## src/rtl/pulse_stretcher_pkg.sv

```systemverilog
// Shared types and sizing helpers for the pulse stretcher.
package pulse_stretcher_pkg;

  typedef enum logic [1:0] {
    ST_IDLE = 2'd0,
    ST_HIGH = 2'd1,
    ST_GAP  = 2'd2
  } state_e;

  // Timer width is clog2 of the longer interval, never narrower than one bit.
  function automatic int cnt_width(input int h, input int l);
    int m;
    m = (h > l) ? h : l;
    return (m < 2) ? 1 : $clog2(m);
  endfunction

endpackage

```

## src/rtl/pulse_stretcher_interval.sv

```systemverilog
// interval_timer: loadable up-counter with terminal-count compare
// against a limit supplied at run time.
module interval_timer #(
  parameter int W = 2
) (
  input  logic         clk_i,
  input  logic         rst_i,
  input  logic         i_load,
  input  logic [W-1:0] i_limit,
  output logic         o_tc
);

  logic [W-1:0] r_cnt;

  // Clear on load (state entry or retrigger), otherwise count up.
  always_ff @(posedge clk_i) begin
    if (rst_i || i_load) r_cnt <= '0;
    else                 r_cnt <= r_cnt + W'(1);
  end

  assign o_tc = (r_cnt == i_limit);

endmodule

```

## src/rtl/pulse_stretcher.sv

```systemverilog
// pulse_stretcher: turns one-cycle events into HIGH_CYCLES-wide levels
// separated by at least LOW_CYCLES low cycles; events arriving while busy
// are counted (saturating at MAX_PENDING) and replayed in order.
// Optional macro PULSE_STRETCHER_RETRIGGER_EN: a pulse during HIGH restarts
// the high interval instead of queueing.
module pulse_stretcher
  import pulse_stretcher_pkg::*;
#(
  parameter int HIGH_CYCLES = 250000,
  parameter int LOW_CYCLES  = 250000,
  parameter int MAX_PENDING = 7,
  localparam int PW = $clog2(MAX_PENDING + 1)
) (
  input  logic          clk_i,
  input  logic          rst_i,
  input  logic          pulse_i,
  output logic          level_o,
  output logic          busy_o,
  output logic [PW-1:0] pending_o,
  output logic          overflow_o
);

  localparam int CW = cnt_width(HIGH_CYCLES, LOW_CYCLES);
  localparam logic [CW-1:0] HI_LIM = CW'(HIGH_CYCLES - 1);
  localparam logic [CW-1:0] LO_LIM = CW'(LOW_CYCLES - 1);
  localparam logic [PW-1:0] PMAX   = PW'(MAX_PENDING);

  state_e        r_state, w_next;
  logic [PW-1:0] r_pend, w_pend;
  logic          r_level, r_busy, r_ovf;
  logic          w_load, w_tc, w_inc, w_dec, w_ovf;
  logic [CW-1:0] w_limit;

  assign w_limit = (r_state == ST_HIGH) ? HI_LIM : LO_LIM;

  interval_timer #(.W(CW)) u_timer (
    .clk_i   (clk_i),
    .rst_i   (rst_i),
    .i_load  (w_load),
    .i_limit (w_limit),
    .o_tc    (w_tc)
  );

  // Next-state, timer reload and queue increment/decrement requests.
  always_comb begin
    w_next = r_state;
    w_load = 1'b0;
    w_inc  = 1'b0;
    w_dec  = 1'b0;
    case (r_state)
      ST_IDLE: begin
        if (pulse_i) begin
          w_next = ST_HIGH;
          w_load = 1'b1;
        end
      end
      ST_HIGH: begin
`ifdef PULSE_STRETCHER_RETRIGGER_EN
        if (pulse_i) begin
          w_load = 1'b1;
        end else if (w_tc) begin
          w_next = ST_GAP;
          w_load = 1'b1;
        end
`else
        w_inc = pulse_i;
        if (w_tc) begin
          w_next = ST_GAP;
          w_load = 1'b1;
        end
`endif
      end
      ST_GAP: begin
        if (w_tc) begin
          if (r_pend != '0) begin
            // Replay a queued event; a coincident pulse queues behind it.
            w_next = ST_HIGH;
            w_load = 1'b1;
            w_dec  = 1'b1;
            w_inc  = pulse_i;
          end else if (pulse_i) begin
            // Empty queue: the pulse is serviced directly.
            w_next = ST_HIGH;
            w_load = 1'b1;
          end else begin
            w_next = ST_IDLE;
            w_load = 1'b1;
          end
        end else begin
          w_inc = pulse_i;
        end
      end
      default: begin
        w_next = ST_IDLE;
        w_load = 1'b1;
      end
    endcase
  end

  // Saturating queue update; simultaneous inc/dec cancel without overflow.
  always_comb begin
    w_pend = r_pend;
    w_ovf  = 1'b0;
    if (w_inc && !w_dec) begin
      if (r_pend == PMAX) w_ovf  = 1'b1;
      else                w_pend = r_pend + PW'(1);
    end else if (w_dec && !w_inc) begin
      w_pend = r_pend - PW'(1);
    end
  end

  // State, queue and registered outputs.
  always_ff @(posedge clk_i) begin
    if (rst_i) begin
      r_state <= ST_IDLE;
      r_pend  <= '0;
      r_level <= 1'b0;
      r_busy  <= 1'b0;
      r_ovf   <= 1'b0;
    end else begin
      r_state <= w_next;
      r_pend  <= w_pend;
      r_level <= (w_next == ST_HIGH);
      r_busy  <= (w_next != ST_IDLE);
      r_ovf   <= w_ovf;
    end
  end

  assign level_o    = r_level;
  assign busy_o     = r_busy;
  assign pending_o  = r_pend;
  assign overflow_o = r_ovf;

endmodule
```

## config.mk

```make
export PLATFORM = sky130hd
export DESIGN_NAME = pulse_stretcher
export DESIGN_NICKNAME = d
export VERILOG_FILES = /design/src/rtl/pulse_stretcher_pkg.sv /design/src/rtl/pulse_stretcher_interval.sv /design/src/rtl/pulse_stretcher.sv
export SDC_FILE = /design/constraint.sdc
export NUM_CORES = 1
export LEC_CHECK = 0
export ABC_AREA = 1
export CAP_MARGIN = 20
export CORE_UTILIZATION = 55
export DETAILED_ROUTE_END_ITERATION = 8
export PLACE_DENSITY_LB_ADDON = 0.3
export SYNTH_ARGS = -nofsm -noshare
export SYNTH_HDL_FRONTEND = slang
export SYNTH_SLANG_ARGS = --single-unit
```

## constraint.sdc

```tcl
create_clock -name clk_i -period 3.4 [get_ports clk_i]
set_input_delay 0.68 -clock clk_i [delete_from_list [all_inputs] [get_ports clk_i]]
set_output_delay 0.68 -clock clk_i [all_outputs]
set_load 0.05 [all_outputs]
```

### Word-level counts from Yosys, hierarchy flattened

Index checks and enable logic that the tools add are counted.

* add/sub/neg operators: 3
* eq/ne operators: 6
* muxes and demuxes: 19
* bitwise operators: 1
* reductions and logical operators: 12

Operators with widths (count)
* 18-bit by 1-bit adder with 18-bit output (second input constant): 1
* 18-bit equality test (second input constant): 1
* 1-bit two-way mux: 10
* 3-bit two-way mux: 3
* 2-bit two-way mux: 3
* 2-bit one-hot mux with 3 select lines: 1
* 2-bit by 1-bit equality test with 1-bit output (second input constant): 2
* 1-bit one-hot mux with 2 select lines: 2
* 2-bit nonzero test: 2
* 2-bit OR reduction: 2
* 3-bit by 1-bit adder with 3-bit output (second input constant): 1
* 3-bit equality test (second input constant): 1
* 3-bit nonzero test: 1
* 3-bit by 1-bit subtractor with 3-bit output (second input constant): 1
* 2-bit equality test (second input constant): 1
* 1-bit logical AND: 2
* 1-bit logical NOT: 2
* 2-bit logical NOT: 1
* 2-bit != test (second input constant): 1
* 2-bit AND reduction: 1
* 1-bit logical OR: 1
* 1-bit inverter: 1

* register bits: 26
* input port bits: 3
* output and inout port bits: 6
* logic and storage cells: 47

### Depth between registers and ports, before layout

Gate-level depths: netlist (run 1).

* depth after elaboration: 8
* depth in mapped cells: 14
* gate-level depth less buffers: 14

### Modules after synthesis

A second synthesis (run 1) with hierarchy kept.

* cells, all modules: 258
* area, all modules: 1650.3 µm²

By module, submodules not included
* interval_timer: times used 1, cells each 185, area an instance 1132.3 µm², sequential area each 360.3 µm²
* pulse_stretcher: times used 1, cells each 73, area an instance 518.0 µm², sequential area each 160.2 µm²

### Worst setup path after synthesis (run 1)

Ideal clock, no wire load.

* path type: flip-flop to flip-flop
* from: register r_pend[0], in the netlist pending_o[0]
* to: register r_pend[1], in the netlist pending_o[1]
* library setup time: 0.118 ns
* arrival time: 1.837 ns
* data required time: 3.282 ns
* path slack: 1.445 ns
* cell stages (with the launch flop): 10
* path buffers: 0
* clock period less this slack: 1.955 ns
* path through: dfxtp_1 inv_1 nand2_1 nand2_1 nor3_2 nor2_1 nand2_1 fa_1 nand2_1 a21oi_1

* elaborated cells between the ends (all ways): 20
* classes of those cells: add/sub: 2; eq/ne: 2; mux: 9; reduce/logical: 7

RTL lines
* start: declaration: RTL line pulse_stretcher.sv:29 `logic [PW-1:0] r_pend, w_pend;`
* start signal: assignment: RTL line pulse_stretcher.sv:122 `r_pend <= w_pend;`
* 3-bit nonzero test: RTL line pulse_stretcher.sv:75 `if (r_pend != '0) begin`
* 1-bit two-way mux: RTL line pulse_stretcher.sv:75
* 1-bit two-way mux: RTL line pulse_stretcher.sv:74 `if (w_tc) begin`
* 1-bit two-way mux: RTL line pulse_stretcher.sv:50 `case (r_state)`
* 1-bit logical NOT: RTL line pulse_stretcher.sv:104 `if (w_inc && !w_dec) begin`
* 1-bit logical AND: RTL line pulse_stretcher.sv:104
* 3-bit two-way mux (*): RTL line pulse_stretcher.sv:104
* named net w_pend[1]: RTL line pulse_stretcher.sv:29

The timed path passes the listed nets; every way through them passes the cells marked *. The select of a mux whose other input is x is not followed.
A chain may end at the register's enable or synchronous reset.

### Worst setup path after layout (run 1)

* from: register r_pend[0], in the netlist pending_o[0]
* to: output pending_o[0]

RTL lines
* end: declaration: RTL line pulse_stretcher.sv:19 `output logic [PW-1:0] pending_o,`

No word-level cell between the ends.

==> results of run 1 <==
-- cell usage in the layout (no fill, tap or decap), drive strengths merged, types with 2 or more instances in the layout --
cell type	Yosys	layout
clkdlybuf4s50	0	8
nor2	30	30
clkbuf	0	4
xor2	5	5
or2	3	3
ha	5	5
nand3	19	19
nor3	6	6
inv	21	21
nand4	2	2
nand2	36	36
dfxtp	26	26
a21oi	10	10
o21ai	2	2
nor3b	2	2
o21bai	2	2
-- synthesized netlist by cell type --
master,count
sky130_fd_sc_hd__buf_4,1
sky130_fd_sc_hd__nand4_1,2
sky130_fd_sc_hd__inv_2,1
sky130_fd_sc_hd__nor2_2,5
sky130_fd_sc_hd__xor2_1,5
sky130_fd_sc_hd__nor2_1,24
sky130_fd_sc_hd__o21bai_1,2
sky130_fd_sc_hd__inv_1,20
sky130_fd_sc_hd__nand2_1,33
sky130_fd_sc_hd__nor3_1,3
sky130_fd_sc_hd__nand3_2,6
sky130_fd_sc_hd__o211ai_1,1
sky130_fd_sc_hd__nand2_2,3
sky130_fd_sc_hd__ha_1,5
sky130_fd_sc_hd__dfxtp_1,26
sky130_fd_sc_hd__nand3_1,13
sky130_fd_sc_hd__xnor2_1,1
sky130_fd_sc_hd__fa_1,1
sky130_fd_sc_hd__a211oi_1,1
sky130_fd_sc_hd__nor3_2,2
sky130_fd_sc_hd__a21oi_1,9
sky130_fd_sc_hd__nor2_4,1
sky130_fd_sc_hd__nor3b_1,2
sky130_fd_sc_hd__o21ai_0,1
sky130_fd_sc_hd__o22ai_1,1
sky130_fd_sc_hd__a21oi_2,1
sky130_fd_sc_hd__o21ai_1,1
sky130_fd_sc_hd__nor3_4,1
sky130_fd_sc_hd__or2_0,3
-- stage by stage --
stage          utilization, %  instance area (sq um)  hold WS, ps  total power, uW  cells
3_3_place_gp             64.2                   1450          442              378    210
6_report                 65.8                   1480          479              529    214
4_1_cts                  65.8                   1480          483              538    214
3_5_place_dp             64.2                   1450          451              381    210
5_1_grt                  65.8                   1480          516              551    214
2_1_floorplan               -                   1340          429              364    175
-- worst register-to-register path, stage by stage, from the launching register on --
cell and delay, ps:
sky130_fd_sc_hd__dfxtp_1 360, sky130_fd_sc_hd__ha_1 230, sky130_fd_sc_hd__nand3_1 160, sky130_fd_sc_hd__inv_1 60, sky130_fd_sc_hd__nand3_1 130, sky130_fd_sc_hd__nor3_2 60
sky130_fd_sc_hd__nor2_1 150, sky130_fd_sc_hd__nand2_1 110, sky130_fd_sc_hd__fa_1 390, sky130_fd_sc_hd__inv_1 60, sky130_fd_sc_hd__nand2_1 60, sky130_fd_sc_hd__a21oi_1 160
sky130_fd_sc_hd__nor2_1 60
-- flip-flops by register name, summed over array words and instances (netlist names) --
register / count
u_timer.r_cnt: 18
busy_o: 1
pending_o: 3
level_o: 1
overflow_o: 1
r_state: 2
-- kinds of logic after synthesis --
group | after synthesis | synth area share [%]
flops | 26 | 38.8
fa+ha+maj | 6 | 6.16
compound gates | 17 | 7.47
buf+inv | 22 | 6.44
simple gates | 98 | 37.2
xor+xnor | 6 | 3.92
-- metal layers --
metal	global-route usage [%]	wire length (um)
met1	24.6	1100
met2	35.3	1090
met3	3.57	57
met4	6.76	14
met5	0	0
-- cell type report --
type	instances	area share, %
multi-input combinational	127	49.4
inverter	21	5.31
clock buffer	4	2.45
tap	28	2.36
timing repair buffer	8	5.40
sequential	26	35.1
-- path summary, 6_finish.rpt --
path / to / slack, ps / cells after the start
min: u_timer.r_cnt[0] / 480 / 1
max reg2reg: pending_o[2] / 1310 / 12
max: pending_o[0] / 1120 / 1
min reg2reg: u_timer.r_cnt[0] / 480 / 1
-- report_power, final --
group	switching, uW	internal (uW)
Sequential	5.69	312
Clock	89.7	65.5
Combinational	37.0	19.6
==> impl_metrics.env, run 1 <==
export IMPL_result_of_the_run="complete, no violations"
export IMPL_final_nets=196
export IMPL_clock_sinks=26
export IMPL_ys_warn_count=0
export IMPL_diodes=0
export IMPL_final_seq_area_sq_um=520
export IMPL_postSynthNetCount=184
export IMPL_register_area_share_after_synthesis_pct=38.8
export IMPL_cts_stage_hold_buffer_count=0
export IMPL_ctsLongestPathBuffers=2
export IMPL_number_of_buffers_and_inverters_on_the_critical_path=1
export IMPL_globalRouteOverflowTotal=0
export IMPL_timing_worst_slew_pin_value_ps=490
export IMPL_setup_worst_path_start_class="register"
export IMPL_tritoncts="yes"
export IMPL_required_ps=2720
export IMPL_cts_root_buffer="sky130_fd_sc_hd__clkbuf_4"
export IMPL_setup_ws_ps=1120
export IMPL_critPathKind="reg -> out"
export IMPL_clkLatencyLatePin_ps=320
export IMPL_syn_area_per_cell_sq_um=7.66
export IMPL_grt_max_degree=19
export IMPL_globalplace_congestion=0.768
export IMPL_timing_max_slew_rel_slack_pct=67.2
export IMPL_drt_vias_per_instance=5.20
export IMPL_cap_violations=0
export IMPL_tritoncts_num_buffers=3
export IMPL_end_kind="output port"
export IMPL_path_cells="clkdlybuf4s50_1"
export IMPL_synthDominantCellAreaShare_pct=38.8
export IMPL_fp_dieW_um=51.4
export IMPL_yosysTopAreaCell="sky130_fd_sc_hd__dfxtp_1"
export IMPL_worst_ir_drop_vdd_mv=0.272
export IMPL_ys_types=29
export IMPL_cts_setup_buffers=0
export IMPL_global_route_wire_length_before_repair_mm=4.09
export IMPL_drt_antenna_net_count=0
export IMPL_synthesis_instances=175
export IMPL_synthTopCellsByArea="sky130_fd_sc_hd__dfxtp_1 (39%), sky130_fd_sc_hd__nand2_1 (9.2%), sky130_fd_sc_hd__nor2_1 (6.7%)"
export IMPL_wirelength_mm=2.26
export IMPL_critPathMaxStageDelay_ps=840
export IMPL_place_worst_setup_slack_ps=1010
export IMPL_finalCriticalPeriod_ps=2280
export IMPL_gr_usage_all_layers_pct=20.2
export IMPL_static_leakage_power_uw=0.000547
export IMPL_wire_per_inst_um=10.6
export IMPL_layout_worst_path_cycle_share_pct=67.1
export IMPL_power_density_over_the_cells_mw_per_mm2=357
export IMPL_timing_rr_start="u_timer.r_cnt[0]"
export IMPL_antenna_found_initial=0
export IMPL_worst_path_dominant_cell_family="buffers and inverters"
export IMPL_rows=17
export IMPL_first_global_vias=1044
export IMPL_mappedNetlistArea_sq_mm=0.00134
export IMPL_area_growth_syn_to_layout_pct=10.7
export IMPL_final_hold_violation_count=0
export IMPL_hold_path_startpoint="u_timer.r_cnt[0]"
export IMPL_clk_pin_slew_ps=140
export IMPL_setup_repair_after_global_routing_missed_its_margin="false"
export IMPL_cts_max_level=1
export IMPL_worstPathArrival_ps=1600
export IMPL_floorplan_initialDensity_pct=59.4
export IMPL_fin_tns_setup_ps=0
export IMPL_finalMaxSlewViolations=0
export IMPL_first_pass_iters=4
export IMPL_cp_max_fo=5
export IMPL_port_buffers=8
export IMPL_die_height_um=51.4
export IMPL_die_area_sq_mm=0.00264
export IMPL_ctsResizeCount=0
export IMPL_multi_input_area_sq_um=733
export IMPL_crit_start="pending_o[0]"
export IMPL_finalClockSkew_ps=3.74
export IMPL_setup_viol_count_final=0
export IMPL_layout_drive_gt1_share_pct=12.9
export IMPL_remaining_drc_errors=0
export IMPL_io_pins=9
export IMPL_postSynthRegisterBits=26
export IMPL_hpwl_mm=1.74
export IMPL_critical_path_s_slowest_cell="sky130_fd_sc_hd__clkdlybuf4s50_1"
export IMPL_num_fill_cells=213
export IMPL_design_core_area_sq_mm=0.00225
export IMPL_hp_class="reg -> reg"
export IMPL_vias=1113
export IMPL_max_freq_ghz=0.438
export IMPL_drt_iter0_drc=35
Note: power is estimated with default switching activity, not from simulation.
==> run 2, diff against run 1 <==
Clock period 3.4 ns to 2.4 ns, I/O delays scaled along.
==> impl_metrics.env, run 2 (synthesis results as in run 1) <==
export IMPL_drt_vias_per_instance=5.13
export IMPL_clk_pin_slew_ps=140
export IMPL_drt_iter0_drc=17
export IMPL_first_pass_iters=4
export IMPL_hp_class="reg -> reg"
export IMPL_setup_worst_path_start_class="register"
export IMPL_cp_max_fo=3
export IMPL_gr_usage_all_layers_pct=21.0
export IMPL_placed_cells=210
export IMPL_layout_worst_path_cycle_share_pct=90.1
export IMPL_timing_worst_slew_pin_value_ps=496
export IMPL_static_leakage_power_uw=0.000554
export IMPL_required_ps=2630
export IMPL_first_global_vias=1020
export IMPL_end_kind="register"
export IMPL_layout_drive_gt1_share_pct=12.9
export IMPL_port_buffers=8
export IMPL_cts_max_level=1
export IMPL_global_route_wire_length_before_repair_mm=4.13
export IMPL_grt_max_degree=19
export IMPL_die_height_um=51.4
export IMPL_remaining_drc_errors=0
export IMPL_cts_stage_hold_buffer_count=0
export IMPL_fp_dieW_um=51.4
export IMPL_result_of_the_run="complete, no violations"
export IMPL_place_worst_setup_slack_ps=186
export IMPL_floorplan_initialDensity_pct=59.4
export IMPL_rows=17
export IMPL_fin_tns_setup_ps=0
export IMPL_cts_root_buffer="sky130_fd_sc_hd__clkbuf_4"
export IMPL_cts_setup_buffers=0
export IMPL_design_core_area_sq_mm=0.00225
export IMPL_finalCriticalPeriod_ps=2160
export IMPL_cap_violations=0
export IMPL_wire_per_inst_um=11.0
export IMPL_globalplace_congestion=0.769
export IMPL_finalClockSkew_ps=6.72
export IMPL_tritoncts_num_buffers=3
export IMPL_power_density_over_the_cells_mw_per_mm2=553
export IMPL_worst_ir_drop_vdd_mv=0.587
export IMPL_mostFrequentLayoutCells="sky130_fd_sc_hd__nand2_1 (33), sky130_fd_sc_hd__dfxtp_1 (26), sky130_fd_sc_hd__nor2_1 (24)"
export IMPL_vias=1098
export IMPL_max_freq_ghz=0.462
export IMPL_tritoncts="yes"
export IMPL_io_pins=9
export IMPL_finalMaxSlewViolations=0
export IMPL_clock_sinks=26
export IMPL_timing_max_slew_rel_slack_pct=66.9
export IMPL_critPathKind="reg -> reg"
export IMPL_hpwl_mm=1.81
export IMPL_setup_viol_count_final=0
export IMPL_setup_ws_ps=237
export IMPL_drt_antenna_net_count=0
export IMPL_diodes=0
export IMPL_wirelength_mm=2.36
export IMPL_clkLatencyLatePin_ps=330
export IMPL_globalRouteOverflowTotal=0
export IMPL_die_area_sq_mm=0.00264
export IMPL_ctsLongestPathBuffers=2
export IMPL_max_reg_flops=18
export IMPL_largest_register="u_timer.r_cnt"
export IMPL_count_of_non_filler_cells_in_the_finished_layout=214
export IMPL_final_nets=196
export IMPL_worstPathArrival_ps=2400
export IMPL_final_hold_violation_count=0
export IMPL_ctsResizeCount=0
export IMPL_area_growth_syn_to_layout_pct=12.0
export IMPL_antenna_found_initial=0
export IMPL_setup_repair_after_global_routing_missed_its_margin="false"
export IMPL_final_common_cell="sky130_fd_sc_hd__nand2_1"
==> run 2: layer usage <==
metal | GRT usage, % | vias to the layer above | share of wire [%]
met1 | 25.1 | 502 | 48
met4 | 5.41 | 0 | 0.72
met3 | 6.25 | 2 | 2.8
met5 | 0 | - | 0
li1 | - | 582 | -
met2 | 36.4 | 12 | 49
==> run 2: cell type report <==
type	instances	area (sq um)
tap	28	35.0
sequential	26	520
timing repair buffer	8	80.1
clock buffer	3	22.5
inverter	21	78.8
fill	210	754
clock inverter	1	30.0
multi-input combinational	127	733
==> run 2: metrics by stage <==
stage | cell area, sq um | hold WS [ps] | util, % | total power [uW]
after CTS | 1500 | 482 | 66.5 | 837
after global routing | 1500 | 490 | 66.5 | 863
after detailed placement | 1450 | 451 | 64.2 | 539
after global placement | 1450 | 442 | 64.2 | 536
after floorplan | 1340 | 429 | - | 516
final | 1500 | 477 | 66.5 | 830
==> run 2: final timing paths <==
| path | startpoint | endpoint | slack [ps] | depth (start not counted) |
|---|---|---|---|---|
| worst min register to register | u_timer.r_cnt[0] | u_timer.r_cnt[0] | 480 | 1 |
| worst max register to register | u_timer.r_cnt[0] | pending_o[2] | 240 | 12 |
| worst min-delay path | u_timer.r_cnt[0] | u_timer.r_cnt[0] | 480 | 1 |
| worst max-delay path | u_timer.r_cnt[0] | pending_o[2] | 240 | 12 |
==> run 2: report_power, final <==
part           leakage, uW  total [uW]  internal, uW  switching [uW]
sequential        0.000211         450           442            8.06
combinational     0.000315        80.2          27.4            52.8
clock            0.0000279         300           169             131
==> run 2: critical path, stage by stage, from the launching register on <==
cell and delay (ps):
sky130_fd_sc_hd__dfxtp_1 360, sky130_fd_sc_hd__ha_1 230, sky130_fd_sc_hd__nand3_1 160, sky130_fd_sc_hd__inv_1 70
sky130_fd_sc_hd__nand3_1 150, sky130_fd_sc_hd__nor3_2 60, sky130_fd_sc_hd__nor2_1 150, sky130_fd_sc_hd__nand2_1 110
sky130_fd_sc_hd__fa_1 390, sky130_fd_sc_hd__inv_1 80, sky130_fd_sc_hd__nand2_1 80, sky130_fd_sc_hd__a21oi_1 170
sky130_fd_sc_hd__nor2_1 60
